## config.mk

```make
export PLATFORM = sky130hd
export DESIGN_NAME = stream_fifo_flat
export DESIGN_NICKNAME = d
export VERILOG_FILES = /design/src/rtl/stream_pkg.sv /design/src/rtl/stream_fifo_if.sv /design/src/rtl/stream_fifo_mem.sv /design/src/rtl/stream_fifo.sv /design/src/flat_wrapper.sv
export SDC_FILE = /design/constraint.sdc
export NUM_CORES = 1
export LEC_CHECK = 0
export ABC_AREA = 1
export ABC_CLOCK_PERIOD_IN_PS = 4650
export CAP_MARGIN = 0
export CORE_AREA = 2 2 107 109
export DETAILED_ROUTE_END_ITERATION = 10
export DIE_AREA = 0 0 109 111
export GPL_TIMING_DRIVEN = 0
export PLACE_DENSITY = 0.79
export SLEW_MARGIN = 20
export SYNTH_ARGS = -nofsm -noshare
export SYNTH_HDL_FRONTEND = slang
export SYNTH_SLANG_ARGS = --single-unit
```

## constraint.sdc

```tcl
create_clock -name clk -period 4.65 [get_ports clk]
set_input_delay 0.93 -clock clk [delete_from_list [all_inputs] [get_ports clk]]
set_output_delay 0.93 -clock clk [all_outputs]
set_load 0.05 [all_outputs]
```

## src/rtl/stream_pkg.sv

```systemverilog
// Shared constants for the reader-to-writer elastic buffer.
// State encoding is kept as plain 2-bit constants for compatibility with older consumers.
package stream_pkg;

    localparam int DATA_WIDTH_DEF = 7;
    localparam int ADDR_WIDTH_DEF = 4;

    localparam logic [1:0] IDLE   = 2'd0;
    localparam logic [1:0] STREAM = 2'd1;
    localparam logic [1:0] DRAIN  = 2'd2;
    localparam logic [1:0] DONE   = 2'd3;

endpackage

```

## src/rtl/stream_fifo_if.sv

```systemverilog
// Handshake bundle between the file reader (upstream) and the file writer (downstream).
// master = environment side, slave = the buffer.
interface stream_fifo_if #(
    parameter int DATA_WIDTH = stream_pkg::DATA_WIDTH_DEF
);
    logic                  in_valid;
    logic [DATA_WIDTH:0]   in_data;
    logic                  in_last;
    logic                  in_ready;
    logic                  out_ready;
    logic                  out_enable;
    logic [DATA_WIDTH:0]   out_data;
    logic                  out_done;

    modport master (
        output in_valid, in_data, in_last, out_ready,
        input  in_ready, out_enable, out_data, out_done
    );

    modport slave (
        input  in_valid, in_data, in_last, out_ready,
        output in_ready, out_enable, out_data, out_done
    );
endinterface

```

## src/rtl/stream_fifo_mem.sv

```systemverilog
// Register-array storage: synchronous write, combinational read.
// The array is deliberately unreset; pointers alone define which entries are live.
module stream_fifo_mem
    import stream_pkg::*;
#(
    parameter int DATA_WIDTH = DATA_WIDTH_DEF,
    parameter int ADDR_WIDTH = ADDR_WIDTH_DEF
) (
    input  logic                  clk,
    input  logic                  we,
    input  logic [ADDR_WIDTH-1:0] waddr,
    input  logic [DATA_WIDTH:0]   wdata,
    input  logic [ADDR_WIDTH-1:0] raddr,
    output logic [DATA_WIDTH:0]   rdata
);

    logic [DATA_WIDTH:0] mem [2**ADDR_WIDTH];

    always_ff @(posedge clk) begin
        if (we) mem[waddr] <= wdata;
    end

    assign rdata = mem[raddr];

endmodule

```

## src/rtl/stream_fifo.sv

```systemverilog
// Elastic buffer from file reader to file writer: buffers bytes, replays them as enable
// pulses, and raises done only once the final byte has actually been emitted.
module stream_fifo
    import stream_pkg::*;
#(
    parameter int DATA_WIDTH = DATA_WIDTH_DEF,
    parameter int ADDR_WIDTH = ADDR_WIDTH_DEF
) (
    input  logic              clk,
    input  logic              rst_n,
    stream_fifo_if.slave      s,
    output logic [ADDR_WIDTH:0] count,
    output logic              overflow
);

    localparam logic [ADDR_WIDTH:0] PTR_ONE = {{ADDR_WIDTH{1'b0}}, 1'b1};

    logic [ADDR_WIDTH:0] wr_ptr, rd_ptr;
    logic [1:0]          state, state_nxt;
    logic                empty, full, accepting, push, pop;
    logic [DATA_WIDTH:0] head;
    logic                out_en_q;
    logic [DATA_WIDTH:0] out_data_q;

    assign empty     = (wr_ptr == rd_ptr);
    assign full      = (wr_ptr[ADDR_WIDTH-1:0] == rd_ptr[ADDR_WIDTH-1:0]) &&
                       (wr_ptr[ADDR_WIDTH] != rd_ptr[ADDR_WIDTH]);
    assign accepting = (state == IDLE) || (state == STREAM);
    assign count     = wr_ptr - rd_ptr;

    // Gated by rst_n so the reader sees no ready while the block is held in reset.
    assign s.in_ready = rst_n && accepting && !full;
    assign push       = s.in_valid && s.in_ready;
    assign pop        = s.out_ready && !empty && (state != DONE);

    assign s.out_enable = out_en_q;
    assign s.out_data   = out_data_q;
    assign s.out_done   = (state == DONE);

    stream_fifo_mem #(
        .DATA_WIDTH (DATA_WIDTH),
        .ADDR_WIDTH (ADDR_WIDTH)
    ) u_mem (
        .clk   (clk),
        .we    (push),
        .waddr (wr_ptr[ADDR_WIDTH-1:0]),
        .wdata (s.in_data),
        .raddr (rd_ptr[ADDR_WIDTH-1:0]),
        .rdata (head)
    );

    // In DRAIN no pushes occur, so popping the sole remaining word is the final pop.
    always_comb begin
        state_nxt = state;
        case (state)
            IDLE:    if (push) state_nxt = s.in_last ? DRAIN : STREAM;
            STREAM:  if (push && s.in_last) state_nxt = DRAIN;
            DRAIN:   if (pop && (count == PTR_ONE)) state_nxt = DONE;
            default: state_nxt = state;
        endcase
    end

    always_ff @(posedge clk or negedge rst_n) begin
        if (!rst_n) begin
            state      <= IDLE;
            wr_ptr     <= '0;
            rd_ptr     <= '0;
            out_en_q   <= 1'b0;
            out_data_q <= '0;
            overflow   <= 1'b0;
        end else begin
            state    <= state_nxt;
            out_en_q <= pop;
            if (push) wr_ptr <= wr_ptr + PTR_ONE;
            if (pop) begin
                rd_ptr     <= rd_ptr + PTR_ONE;
                out_data_q <= head;
            end
            if (s.in_valid && !accepting) overflow <= 1'b1;
        end
    end

endmodule
```

## src/flat_wrapper.sv

```systemverilog
// flat-port wrapper written by rule: the top's interface ports become plain ports
module stream_fifo_flat import stream_pkg::*;
#(
    parameter int DATA_WIDTH = DATA_WIDTH_DEF,
    parameter int ADDR_WIDTH = ADDR_WIDTH_DEF
)
  (clk, rst_n, count, overflow, s_in_valid, s_in_data, s_in_last, s_out_ready, s_in_ready, s_out_enable, s_out_data, s_out_done);
  stream_fifo_if #(.DATA_WIDTH(DATA_WIDTH)) s_i ();
  input  logic clk;
  input  logic rst_n;
  output logic [ADDR_WIDTH:0] count;
  output logic overflow;
  input wire logic [$bits(s_i.in_valid)-1:0] s_in_valid;
  input wire logic [$bits(s_i.in_data)-1:0] s_in_data;
  input wire logic [$bits(s_i.in_last)-1:0] s_in_last;
  input wire logic [$bits(s_i.out_ready)-1:0] s_out_ready;
  output wire logic [$bits(s_i.in_ready)-1:0] s_in_ready;
  output wire logic [$bits(s_i.out_enable)-1:0] s_out_enable;
  output wire logic [$bits(s_i.out_data)-1:0] s_out_data;
  output wire logic [$bits(s_i.out_done)-1:0] s_out_done;
  assign s_i.in_valid = s_in_valid;
  assign s_i.in_data = s_in_data;
  assign s_i.in_last = s_in_last;
  assign s_i.out_ready = s_out_ready;
  assign s_in_ready = s_i.in_ready;
  assign s_out_enable = s_i.out_enable;
  assign s_out_data = s_i.out_data;
  assign s_out_done = s_i.out_done;
  stream_fifo #(.DATA_WIDTH(DATA_WIDTH), .ADDR_WIDTH(ADDR_WIDTH)) u_core (.clk(clk), .rst_n(rst_n), .s(s_i), .count(count), .overflow(overflow));
endmodule
```

# ---- After elaboration in Yosys (flattened, before gate mapping)
# Memories as Yosys holds them, arrays and structs flattened. A register that Yosys moved wholly into a read port is not among the register bits.
# Cells that the tools add are included.
dict set report word_totals {
  n_memories 1
  out_inout_bits 17
  ram_bits 128
  inputBits 13
  regBits 14
}
dict set report classes {
  eq_ne 11
  add_sub_neg 3
  n_mux 7
  n_reduce_logical 17
}
# memory words width rd rd_clocked_by_memory_dff write_ports line_no
set mem_list {}
lappend mem_list {u_core.u_mem.mem 16 8 1 1 1 stream_fifo_mem.sv:17} ;# logic [DATA_WIDTH:0] mem [2**ADDR_WIDTH];
# op n
set op_table {}
lappend op_table {{$add 5x1->5 const B} 2}
lappend op_table {{$logic_and 1x1->1} 9}
lappend op_table {{$mux 2} 4}
lappend op_table {{$pmux 2 s3} 1}
lappend op_table {{$eq 5x1->1 const B} 1}
lappend op_table {{$eq 5x5->1} 1}
lappend op_table {{$sub 5x5->5} 1}
lappend op_table {{$eq 2x2->1 const B} 2}
lappend op_table {{$eq 4x4->1} 1}
lappend op_table {{$logic_not 1->1} 4}
lappend op_table {{$ne 2x1->1 const B} 2}
lappend op_table {{$ne 2x2->1 const B} 2}
lappend op_table {{$reduce_and 4->1} 1}
lappend op_table {{$reduce_bool 3->1} 1}
lappend op_table {{$eq 2x1->1 const B} 1}
lappend op_table {{$logic_not 2->1} 1}
lappend op_table {{$mux 1} 2}
lappend op_table {{$logic_or 1x1->1} 1}
lappend op_table {{$ne 1x1->1} 1}

# ---- Depth between registers and ports, before layout
# Gate-level depths: netlist of run 1.
dict set report depth {
  depth_word 8
  mapped_depth 15
  ltp_nobuf 15
}

# ---- Modules after synthesis
# Synthesis of run 1 repeated with hierarchy kept, for this count alone.
dict set report unflattened {
  cells_unflattened 697
  hier_area_um2 6879.1
}
# module cells_per_inst area_each_um2 n_inst
set modules_own_cells {}
lappend modules_own_cells {stream_fifo_mem 543 5606.6 1}
lappend modules_own_cells {stream_fifo 154 1272.5 1}

# ---- Least setup slack after synthesis of run 1
# No wires, ideal clock.
dict set report synth_timing {
  path_kind {register to output}
  start {register u_core.rd_ptr[3]}
  end {output s_in_ready}
  required_ns 3.720
  path_stages_with_launch 9
  arrival_time_ns 1.894
  path_slack_ns 1.826
  path_cell_list {dfrtp_1 -> inv_1 -> clkbuf_1 -> ha_1 -> nand2_1 -> nor2_1 -> nand2_1 -> nand2_1 -> nor2_1}
}
dict set report synth_between {
  elab_chain_len 4
}
# element line_no
set synth_rtl {}
lappend synth_rtl {{start, declared} stream_fifo.sv:18} ;# logic [ADDR_WIDTH:0] wr_ptr, rd_ptr;
lappend synth_rtl {{start signal, assigned} stream_fifo.sv:76} ;# rd_ptr <= rd_ptr + PTR_ONE;
lappend synth_rtl {{$eq 4x4->1} stream_fifo.sv:26} ;# assign full = (wr_ptr[ADDR_WIDTH-1:0] == rd_ptr[ADDR_WIDTH-1:0]) &&
lappend synth_rtl {{$logic_and 1x1->1} stream_fifo.sv:26}
lappend synth_rtl {{$logic_not 1->1} stream_fifo.sv:32} ;# assign s.in_ready = rst_n && accepting && !full;
lappend synth_rtl {{$logic_and 1x1->1} stream_fifo.sv:32}
lappend synth_rtl {{end, declared} flat_wrapper.sv:17} ;# output wire logic [$bits(s_i.in_ready)-1:0] s_in_ready;
# Every way passes these cells.

# ---- Worst setup path in the final report of run 1
dict set report layout_timing {
  start {register u_core.rd_ptr[3]}
  end {output count[4]}
}
dict set report layout_between {
  elab_chain_len 1
}
# element line_no
set layout_rtl {}
lappend layout_rtl {{$sub 5x5->5} stream_fifo.sv:29} ;# assign count = wr_ptr - rd_ptr;
lappend layout_rtl {{end, declared} flat_wrapper.sv:11} ;# output logic [ADDR_WIDTH:0] count;
# Every way passes these cells.

==> results.cfg, run 1 <==
[status]
outcome = finished, final reports clean

[finish]
stdcell_count = 771
syn_to_final_growth_pct = 16.7
drive_above_1_share = 0.100
fill_cells = 782
antenna_cells = 0
final_net_count = 642

[clocking]
clkTransAtPathRegs_ns = 0.06
clock-sinks = 150
post_cts_buffers = 0
tritoncts = yes
ctsResizeCount = 0
cts_root_buf = clkbuf_16
numCtsBuffers = 17
worst_skew_pair.late_latency_ns = 0.42
cts_hold_buffers = 0
clock_path_buffers = 2
cts-htree-levels = 4

[route]
antenna_left = 0
firstDrtPassIters = 5
via_per_inst = 5.83
drc = 0
initialDrtViolationCount = 500
via_count = 4493
routed_wl_um = 15200
wire_per_inst_um = 19.7

[global_route]
grt_max_degree = 25
overflow = 0
antenna_found_initial = 0
grt.total_usage = 0.273
grt_pass1_vias = 4598
grt_pass1_wl_um = 24000

[yosys]
ys_top_cells_by_area = edfxtp_1 59%, dfrtp_1 8.5%, nor2_1 7.5%
syn_area_per_cell_um2 = 11.4
synthArstFlopShare = 0.147
ys_seq_area_frac = 0.678
postSynthNetCount = 594
syn_inst = 567
ys_dominant_reg_cell = edfxtp_1
synthTopCellsByCount = 130 x nor2_1, 128 x edfxtp_1, 66 x nand2_1
ys_warn_count = 0
synth_edf_count = 128
synth_most_common_cell = nor2_1
yosys.area.top_type = edfxtp_1
yosys.area.top_type_share = 0.593
syn_area_mm2 = 0.00648
synth_seq_cells = 150
ys_types = 30

[sta]
finalHoldViolCount = 0
clock_skew_ns = 0.00948
fmax_mhz = 256
rsz0062_at_grt = no
max-slew-margin-rel = 0.403
min_period_ns = 3.91
drv_slew = 0
tightest_slew_ns = 0.892
setup_viol = 0
finalSetupTns_ns = 0
finalCritPeriodShare = 0.841

[placement]
port-buffer-count = 29
place_inst = 739
gp_congestion = 0.821
place_hpwl_um = 10000

[worst_setup_path]
path_class = flip-flop to primary output
crit_slowest_cell = clkdlybuf4s50_1
critPathMostFrequentCell = nand2_1
path_buf_inv = 3
startpoint_type = flip-flop
slowest_delay_ns = 0.80
path_delay_family = buffers and inverters
arrival_ns = 2.98
crit_required_ns = 3.72
r2r_setup_slack_ns = 1.52
cp_cell_sequence = inv_1 > clkbuf_1 > ha_1 > or2_2 > nand2_1 > nand2_1 > nand2_1 > clkdlybuf4s50_1
critPathCaptureType = primary output
crit_path_max_fanout = 10

[floorplanning]
design.core.area_mm2 = 0.0111
die_area_mm2 = 0.0121
die_x_um = 109
io_pins = 30
start_util = 0.585
die_y_um = 111
rows = 39

[power_and_ir_drop]
combPwrFrac = 0.423
leakage_nw = 2.83
p_seq_frac = 0.313
internal_power_w = 0.00323
vdd_drop_max_mv = 0.685
switching_power_w = 0.00218
swShare = 0.402
pwr-share-clk = 0.263
power_density_mw_per_mm2 = 715

[job]
cap_violations = 0

[hold_path]
hold_path_class = flip-flop to flip-flop
final timing paths:
check / startpoint / endpoint / cells past startpoint
min reg2reg: u_core.overflow / u_core.overflow / 1
min: u_core.overflow / u_core.overflow / 1
min in group asynchronous: rst_n / u_core.wr_ptr[0] / 1
max in group asynchronous: rst_n / u_core.s.out_data[2] / 1
max reg2reg: u_core.rd_ptr[3] / u_core.u_mem.mem[10][3] / 10
max: u_core.rd_ptr[3] / count[4] / 8
sequential cells by signal, summed over array words and instances, names as in the netlist:
name / cells
u_core.s.out_enable: 1
u_core.u_mem.mem: 128
u_core.overflow: 1
u_core.s.out_data: 8
u_core.wr_ptr: 5
u_core.state: 2
u_core.rd_ptr: 5
power groups by stage:
stage / clock, W / combinational, W / sequential, W
after floorplan: 0 / 0.00145 / 0.00182
after global placement: 0 / 0.00217 / 0.00171
after detailed placement: 0 / 0.00225 / 0.00171
after CTS: 0.00143 / 0.00227 / 0.00169
after global routing: 0.00150 / 0.00250 / 0.00170
final: 0.00142 / 0.00229 / 0.00169
stage by stage:
step / utilization / worst slack [ns] / total power, W / instance area (um^2) / hold slack [ns]
5_1_grt: 0.683 / 0.561 / 0.00570 / 7560 / 0.504
4_1_cts: 0.683 / 0.745 / 0.00539 / 7560 / 0.473
2_1_floorplan: - / 1.83 / 0.00327 / 6480 / 0.490
3_5_place_dp: 0.627 / 1.19 / 0.00396 / 6950 / 0.459
6_report: 0.683 / 0.738 / 0.00541 / 7560 / 0.464
3_3_place_gp: 0.627 / 0.470 / 0.00387 / 6950 / 0.436
kinds of logic (layout without fill, tap and decap cells):
| family | Yosys count | in the layout | share of synthesized area |
|---|---|---|---|
| adder cells (fa/ha/maj) | 14 | 14 | 0.0282 |
| buffers and inverters | 61 | 122 | 0.0485 |
| flip-flops | 150 | 150 | 0.678 |
| AO/OA/AOI/OAI | 105 | 105 | 0.0892 |
| AND/OR/NAND/NOR | 228 | 228 | 0.144 |
| XOR/XNOR | 9 | 9 | 0.0122 |
routing by layer:
layer,share of wire,GRT usage
met3,0.081,0.0582
met5,0,0
met1,0.40,0.363
met4,0.029,0.126
met2,0.49,0.431
cell type report:
class | instances | area, um^2 | area share
Multi-Input combinational cell | 356 | 1770 | 0.234
Tap cell | 143 | 179 | 0.0237
Clock buffer | 20 | 437 | 0.0578
Clock inverter | 12 | 179 | 0.0237
Inverter | 37 | 139 | 0.0184
Timing Repair Buffer | 29 | 285 | 0.0377
Sequential cell | 150 | 4390 | 0.581
Buffer | 24 | 175 | 0.0232
cells in the final DEF, fill, tap and decap left out, types with 5 or more instances in the layout:
master,synthesis,layout
edfxtp_1,128,128
ha_1,13,13
nand3_1,18,18
nand2_1,66,66
clkbuf_1,3,6
nor2_1,130,130
xor2_1,9,9
buf_2,9,10
inv_1,35,35
buf_6,6,6
or2_2,5,5
clkdlybuf4s50_1,0,28
o211ai_1,16,16
dfrtp_1,22,22
o21ai_1,6,6
buf_4,5,5
a21oi_1,15,15
o21ai_0,65,65
clkbuf_16,0,17
No activity file was read; power rests on OpenSTA's default activity.
==> inputs of run 2 (changes only) <==
ABC_CLOCK_PERIOD_IN_PS = 3250   (was 4650)
CORE_AREA = 2 2 113 115   (was 2 2 107 109)
DIE_AREA = 0 0 115 117   (was 0 0 109 111)
PLACE_DENSITY = 0.74   (was 0.79)
clock period = 3.25 ns   (was 4.65 ns; I/O delays follow)
==> run 2 against run 1 <==
Effect of this change: combinational power up 39%; critical path depth shrank 2; clock-buffer cell count down 1; core utilization fell by 7.2 points; critical path type unchanged; first-iteration DRC count is 1.2% lower; worst hold slack got worse by 0.25 ns; non-clock buffer count shrank 1.
==> results.cfg, run 2 (synthesis results as in run 1) <==
[placement]
place_hpwl_um = 9790
placed_cell_area_mm2 = 0.00696
port-buffer-count = 29
place_ws_ns = -0.656
gp_congestion = 0.918

[clocking]
clock-sinks = 150
cts_hold_buffers = 0
numCtsBuffers = 17
tritoncts = yes
clkTransAtPathRegs_ns = 0.06
post_cts_buffers = 0
worst_skew_pair.late_latency_ns = 0.42
clock_path_buffers = 2
cts_root_buf = clkbuf_16
cts-htree-levels = 4

[floorplanning]
io_pins = 30
design.core.area_mm2 = 0.0123
die_area_mm2 = 0.0135
die_y_um = 117
rows = 41
start_util = 0.526
die_x_um = 115

[finish]
antenna_cells = 0
fill_cells = 945
final_area_mm2 = 0.00752
final_cell_mix = 130 x nor2_1, 128 x edfxtp_1, 66 x nand2_1
largest_reg_flops = 128
fin_util = 0.611
final_common_cell = nor2_1
final_net_count = 641
syn_to_final_growth_pct = 16.0
regMostFlops = u_core.u_mem.mem
drive_above_1_share = 0.105

[power_and_ir_drop]
leakage_nw = 2.82
power_density_mw_per_mm2 = 1000
total_power_w = 0.00753
vdd_drop_max_mv = 0.490

[global_route]
grt_pass1_wl_um = 22700
antenna_found_initial = 0
grt_pass1_vias = 4219
grt.total_usage = 0.231
overflow = 0
grt_max_degree = 25

[job]
cap_violations = 0

[hold_path]
hold_path_class = primary input to asynchronous set/reset pin

[worst_setup_path]
rr_worst_depth = 9
crit_required_ns = 2.60
critPathCaptureType = primary output
arrival_ns = 2.39
path_class = flip-flop to primary output
startpoint_type = flip-flop
crit_path_max_fanout = 4

[sta]
fmax_mhz = 329
finalHoldViolCount = 0
tightest_slew_ns = 0.874
finalCritPeriodShare = 0.935
clock_skew_ns = 0.0120
rsz0062_at_grt = no
setup_viol = 0
min_period_ns = 3.04
setup_ws_ns = 0.210
max-slew-margin-rel = 0.415
drv_slew = 0

[status]
outcome = finished, final reports clean

[route]
via_per_inst = 5.58
antenna_left = 0
via_count = 4337
initialDrtViolationCount = 494
drc = 0
wire_per_inst_um = 19.0
firstDrtPassIters = 5
routed_wl_um = 14800
-- run 2: cell count changes in the layout (fill, tap and decap cells not counted) --
cell | previous run | this run
dlymetal6s2s_1 | 0 | 1
clkinv_2 | 2 | 0
clkbuf_2 | 0 | 3
dlygate4sd2_1 | 0 | 1
clkinvlp_4 | 3 | 6
bufinv_16 | 4 | 2
clkdlybuf4s50_1 | 28 | 23
clkinv_1 | 1 | 2
clkbuf_1 | 6 | 4
inv_8 | 0 | 2
clkinv_4 | 2 | 1
-- run 2: routing by layer --
| layer | vias to the layer above | share of wire | routed length [um] | GRT usage |
|---|---|---|---|---|
| li1 | 2037 | - | - | - |
| met1 | 2094 | 0.42 | 6150 | 0.299 |
| met2 | 184 | 0.50 | 7380 | 0.390 |
| met3 | 22 | 0.066 | 978 | 0.0448 |
| met4 | 0 | 0.019 | 279 | 0.0876 |
| met5 | - | 0 | 0 | 0 |
-- run 2: power by group --
group	total [W]	switching, W	internal [W]
Sequential	0.00242	0.000143	0.00227
Clock	0.00192	0.000783	0.00114
Combinational	0.00319	0.00219	0.00100
-- run 2: what timing repair did --
item | 4_1_cts | 5_1_grt
pin swaps | 0 | 0
resized for setup | 5 | 7
setup endpoints to repair | 116 | 4
gates cloned | 0 | 0
-- run 2: layout make-up --
class | count | area (um^2) | share of cell area
clock buffer | 19 | 433 | 0.0576
timing repair buffer | 29 | 272 | 0.0361
sequential | 150 | 4390 | 0.584
buffer | 23 | 171 | 0.0228
inverter | 37 | 139 | 0.0185
clock inverter | 13 | 149 | 0.0198
multi-input combinational | 356 | 1770 | 0.236
tap | 150 | 188 | 0.0250
-- run 2: metrics by stage --
stage	setup TNS, ns	hold WS, ns	instances
2_1_floorplan	0	0.354	567
3_3_place_gp	-52.52	0.441	746
3_5_place_dp	-66.01	0.461	746
4_1_cts	0	0.475	777
5_1_grt	0	0.260	777
6_report	0	0.212	777
-- run 2: path summary, 6_finish.rpt --
check	startpoint	end	slack (ns)
worst max-delay path	u_core.wr_ptr[0]	count[2]	0.21
worst min-delay path	rst_n	u_core.wr_ptr[4]	0.21
worst max register to register	u_core.rd_ptr[2]	u_core.u_mem.mem[1][3]	0.24
worst min register to register	u_core.overflow	u_core.overflow	0.47
max in group asynchronous	rst_n	u_core.s.out_data[4]	2.65
min in group clk	u_core.overflow	u_core.overflow	0.47
-- run 2: critical path, cell delays in order, from the launching register on --
cell	delay (ns)
dfrtp_1	0.40
inv_1	0.12
ha_1	0.24
fa_1	0.44
xor2_1	0.19
inv_1	0.06
dlygate4sd2_1	0.51
